File: src/rtl/decimator_prog.sv
// Run-time programmable sample-and-hold decimator: keeps one of every ratio_m1+1
// valid samples at a selectable phase, with a valid/ready output and sticky overrun.
module decimator_prog #(
    parameter int          DATA_W       = 27,
    parameter int          CNT_W        = 9,
    parameter int unsigned DEF_RATIO_M1 = 511,
    parameter int unsigned DEF_PHASE    = 511
) (
    input  logic              clk,
    input  logic              rst_n,
    input  logic              clear,
    input  logic [CNT_W-1:0]  ratio_m1,
    input  logic [CNT_W-1:0]  phase,
    input  logic              in_valid,
    input  logic [DATA_W-1:0] data_in,
    output logic              out_valid,
    input  logic              out_ready,
    output logic [DATA_W-1:0] data_out,
    output logic              new_data,
    output logic              overrun,
    input  logic              ovr_clr
);

    localparam logic [CNT_W-1:0] DEF_RATIO_C = CNT_W'(DEF_RATIO_M1);
    localparam logic [CNT_W-1:0] DEF_PHASE_C =
        CNT_W'((DEF_PHASE < DEF_RATIO_M1) ? DEF_PHASE : DEF_RATIO_M1);

    // A phase beyond the frame length would never be reached, so it is pinned to the last index.
    function automatic logic [CNT_W-1:0] clamp_phase(input logic [CNT_W-1:0] p,
                                                     input logic [CNT_W-1:0] r);
        logic [CNT_W-1:0] res;
        if (p > r) begin
            res = r;
        end else begin
            res = p;
        end
        return res;
    endfunction

    logic [CNT_W-1:0]  cnt_r,       cnt_s;
    logic [CNT_W-1:0]  ratio_act_r, ratio_act_s;
    logic [CNT_W-1:0]  phase_act_r, phase_act_s;
    logic [DATA_W-1:0] data_out_r,  data_out_s;
    logic              out_valid_r, out_valid_s;
    logic              new_data_r,  new_data_s;
    logic              overrun_r,   overrun_s;
    logic              frame_end_s;
    logic              capture_s;
    logic              ovr_event_s;

    // Frame bookkeeping, capture, handshake and overrun next-state.
    always_comb begin
        cnt_s       = cnt_r;
        ratio_act_s = ratio_act_r;
        phase_act_s = phase_act_r;
        data_out_s  = data_out_r;
        out_valid_s = out_valid_r;
        new_data_s  = 1'b0;
        overrun_s   = overrun_r;
        frame_end_s = in_valid && (cnt_r == ratio_act_r);
        capture_s   = in_valid && (cnt_r == phase_act_r);
        ovr_event_s = capture_s && out_valid_r && !out_ready;

        if (clear) begin
            // Restart dominates everything except the held sample and the sticky flag.
            cnt_s       = {CNT_W{1'b0}};
            ratio_act_s = ratio_m1;
            phase_act_s = clamp_phase(phase, ratio_m1);
            out_valid_s = 1'b0;
            new_data_s  = 1'b0;
        end else begin
            if (in_valid) begin
                if (frame_end_s) begin
                    cnt_s = {CNT_W{1'b0}};
                end else begin
                    cnt_s = cnt_r + CNT_W'(1);
                end
            end else begin
                cnt_s = cnt_r;
            end

            if (frame_end_s) begin
                ratio_act_s = ratio_m1;
                phase_act_s = clamp_phase(phase, ratio_m1);
            end else begin
                ratio_act_s = ratio_act_r;
                phase_act_s = phase_act_r;
            end

            if (capture_s) begin
                data_out_s  = data_in;
                out_valid_s = 1'b1;
                new_data_s  = 1'b1;
            end else if (out_valid_r && out_ready) begin
                out_valid_s = 1'b0;
            end else begin
                out_valid_s = out_valid_r;
            end

            if (ovr_event_s) begin
                overrun_s = 1'b1;
            end else if (ovr_clr) begin
                overrun_s = 1'b0;
            end else begin
                overrun_s = overrun_r;
            end
        end
    end

    // State and output registers.
    always_ff @(posedge clk or negedge rst_n) begin
        if (!rst_n) begin
            cnt_r       <= {CNT_W{1'b0}};
            ratio_act_r <= DEF_RATIO_C;
            phase_act_r <= DEF_PHASE_C;
            data_out_r  <= {DATA_W{1'b0}};
            out_valid_r <= 1'b0;
            new_data_r  <= 1'b0;
            overrun_r   <= 1'b0;
        end else begin
            cnt_r       <= cnt_s;
            ratio_act_r <= ratio_act_s;
            phase_act_r <= phase_act_s;
            data_out_r  <= data_out_s;
            out_valid_r <= out_valid_s;
            new_data_r  <= new_data_s;
            overrun_r   <= overrun_s;
        end
    end

    assign data_out  = data_out_r;
    assign out_valid = out_valid_r;
    assign new_data  = new_data_r;
    assign overrun   = overrun_r;

endmodule

File: config.mk
export PLATFORM = sky130hd
export DESIGN_NAME = decimator_prog
export DESIGN_NICKNAME = d
export VERILOG_FILES = /design/src/rtl/decimator_prog.sv
export SDC_FILE = /design/constraint.sdc
export NUM_CORES = 1
export LEC_CHECK = 0
export ABC_AREA = 1
export BUFFER_PORTS_ARGS = -buffer_cell sky130_fd_sc_hd__buf_4
export CAP_MARGIN = 20
export CORE_MARGIN = 2
export CORE_UTILIZATION = 35
export CTS_BUF_LIST = sky130_fd_sc_hd__clkbuf_8
export DETAILED_ROUTE_END_ITERATION = 12
export PLACE_DENSITY = 0.57
export SLEW_MARGIN = 0
export SYNTH_ARGS = -nofsm -noshare
export SYNTH_HDL_FRONTEND = slang
export SYNTH_SLANG_ARGS = --single-unit
export TNS_END_PERCENT = 50
File: constraint.sdc
create_clock -name clk -period 1.9 [get_ports clk]
set_input_delay 0.19 -clock clk [delete_from_list [all_inputs] [get_ports clk]]
set_output_delay 0.19 -clock clk [all_outputs]
set_load 0.03 [all_outputs]
==> flow_summary.json <==
{
  "cts_tree": "built",
  "ys.flop_type": "dfrtp_1",
  "vias": 2751,
  "cp_top_family": "simple AND/OR/NAND/NOR gates",
  "cp.required_ns": 2.12,
  "grt_max_degree": 58,
  "die_w_um": 98.75,
  "clk_path_buf_depth": 2,
  "max_cap_violations": 0,
  "grt_pass1_vias": 2707,
  "synth-edff-count": 0,
  "postCtsSetupBuffers": 0,
  "fin_setup_tns_ns": 0,
  "htreeDepth": 3,
  "dieHeight_um": 98.75,
  "clock_sinks": 57,
  "design.die.area_um2": 9751,
  "crit_slowest_cell": "dfstp_2",
  "total_power_uw": 3110,
  "grt_antenna_before_repair": 0,
  "fin_crit_sh_pct": 86.17,
  "nNetsFinal": 552,
  "power_density_nw_per_um2": 775.3,
  "start_util_pct": 36.03,
  "layout-drive-gt1-share_pct": 26.21,
  "pin_count": 81,
  "dr.first_iter.drc_count": 118,
  "antenna_cells": 0,
  "slowest_delay_ns": 0.53,
  "drt-total-wl_um": 7296,
  "path_cells": "inv_1 -> nand2_1 -> nand2_1 -> nor2_1 -> nand3_1 -> inv_1 -> nand2_1 -> nand4_1 -> nand2_1",
  "yosys.area.top_type_share_pct": 31.06,
  "synth.most_common_cell": "nand2_1",
  "worstPathMaxFanout": 11,
  "cp_num_buf_inv": 2,
  "grt_pass1_wl_um": 12630,
  "postCtsHoldBufs": 1,
  "netlist_instances": 405,
  "critical_path_arrival_ns": 1.85,
  "worst_slew_pin_slew_ns": 0.7138,
  "io_buffers": 80,
  "min_period_ns": 1.637,
  "p_leak_uw": 0.002239,
  "postCtsResizedCells": 0,
  "path_clk_slew_ns": 0.07,
  "synth_area_leader_cell": "dfrtp_1",
  "fill_cells": 896,
  "place_congestion": 0.8313,
  "ys_top_cells_by_count": "nand2_1 (147), nand3_1 (63), inv_1 (49), dfrtp_1 (39), nor2_1 (20)",
  "synthDistinctLibCells": 30,
  "root_buffer": "clkbuf_8",
  "ant_nets": 0,
  "hold_violations": 0,
  "fmax_ghz": 0.6108,
  "synth_async_sr_flop_share_pct": 100.0,
  "cts_made_buffers": 9,
  "slew_violations": 0,
  "syn-cell-area_um2": 3142,
  "core_region_area_um2": 8721,
  "fin_skew_ns": 0.01289,
  "cp-start-kind": "flop",
  "overflow": 0,
  "yosys-top-cells-area": "dfrtp_1 (31%), nand2_1 (18%), dfstp_2 (15%)",
  "syn-num-nets": 466,
  "worstSkewPairLatency_ns": 0.34,
  "worst_setup_path_end_kind": "flop",
  "ys_seq_elements": 57,
  "setup_viol": 0,
  "ys_seq_area_share_pct": 46.12,
  "drc_errors": 0,
  "syn_area_per_cell_um2": 7.757,
  "post-dp-hpwl_um": 5491,
  "cpMostUsedCell": "nand2_1",
  "slew_headroom_pct": 52.41,
  "ys.warnings.count": 0,
  "ir_worst_vdd_mv": 0.2557,
  "worst-setup-path-type": "flop to flop",
  "area_delta_synth_final_pct": 27.68,
  "firstDrtPassIters": 4,
  "num_rows": 34,
  "grt_usage_pct": 15.97,
  "rsz0062_at_grt": "no",
  "drt-vias-per-instance": 4.555,
  "wl_per_cell_um": 12.08,
  "status": "completed",
  "hold_class": "input port to flop"
}
==> stage by stage <==
stage | setup WS (ns) | cells | utilization, % | area [µm²] | hold WS, ns
floorplan | 0.3919 | 405 | - | 3142 | -0.1056
global placement | 0.2774 | 587 | 43.90 | 3829 | 0.2970
detailed placement | 0.2441 | 587 | 43.90 | 3829 | 0.3029
CTS | 0.2345 | 604 | 46.00 | 4011 | 0.05865
global route | 0.05220 | 604 | 46.00 | 4011 | 0.06841
finish | 0.2628 | 604 | 46.00 | 4011 | 0.06310
==> metal layers <==
metal | track usage [%] | vias up | routed length, µm
met1 | 20.72 | 1245 | 3355
met5 | 0 | - | 0
met2 | 26.77 | 49 | 3566
li1 | - | 1449 | -
met3 | 2.908 | 8 | 262
met4 | 5.690 | 0 | 111
==> final cells by class <==
class	count	area, µm²	area share, %
repair buffers	89	683.2	17.03
flip-flops and latches	57	1449	36.12
multi-input cells	284	1384	34.50
inverters	50	187.7	4.679
well taps	108	135.1	3.369
clock inverters	6	35.03	0.8734
clock buffers	10	137.6	3.431
==> sequential cells by signal, indices dropped and copies added, names as in the netlist <==
name / count
cnt_r: 9
data_out: 27
overrun: 1
phase_act_r: 9
out_valid: 1
ratio_act_r: 9
new_data: 1
==> power by group <==
part	switching, µW	leakage [µW]	internal (µW)
Combinational	416	0.00142	283
Sequential	66.9	0.000728	1360
Clock	487	0.0000932	498
Total	970	0.00224	2140
==> final timing paths <==
path,from,endpoint,slack [ns],depth (start not counted)
setup / recovery,ratio_act_r[0]$_DFFE_PN1P_,cnt_r[1]$_DFFE_PN0P_,0.26,9
hold / removal,ratio_m1[8],ratio_act_r[8]$_DFFE_PN1P_,0.06,3
setup reg to reg,ratio_act_r[0]$_DFFE_PN1P_,cnt_r[1]$_DFFE_PN0P_,0.26,9
hold reg to reg,data_out[10]$_DFFE_PN0P_,data_out[10]$_DFFE_PN0P_,0.47,2
max in group asynchronous,rst_n,data_out[8]$_DFFE_PN0P_,0.96,2
min in group asynchronous,rst_n,cnt_r[1]$_DFFE_PN0P_,0.46,2
==> tightest hold or removal path, stage by stage <==
cell	delay [ns]
buf_4	0.08
nand2_1	0.04
nand2_1	0.06
==> kinds of logic after synthesis <==
| logic type | Yosys count | synth area share [%] |
|---|---|---|
| xor+xnor | 7 | 2.190 |
| compound gates | 20 | 3.863 |
| simple gates | 247 | 34.01 |
| flops | 57 | 46.12 |
| buf+inv | 64 | 9.837 |
| fa+ha+maj | 10 | 3.982 |
==> layout by cell type, fill, tap and decap left out, drive strengths merged <==
master,count
and2,2
o22ai,1
nor3,6
nand2,149
clkbuf,10
a21oi,4
clkinv,4
clkinvlp,1
o21ai,13
nand3,63
buf,88
dfrtp,39
inv,51
xnor2,4
dlygate4sd3,1
nor2,21
ha,10
dfstp,18
xor2,3
o21bai,2
nand4,6
Power figures use the tool's default switching activity.
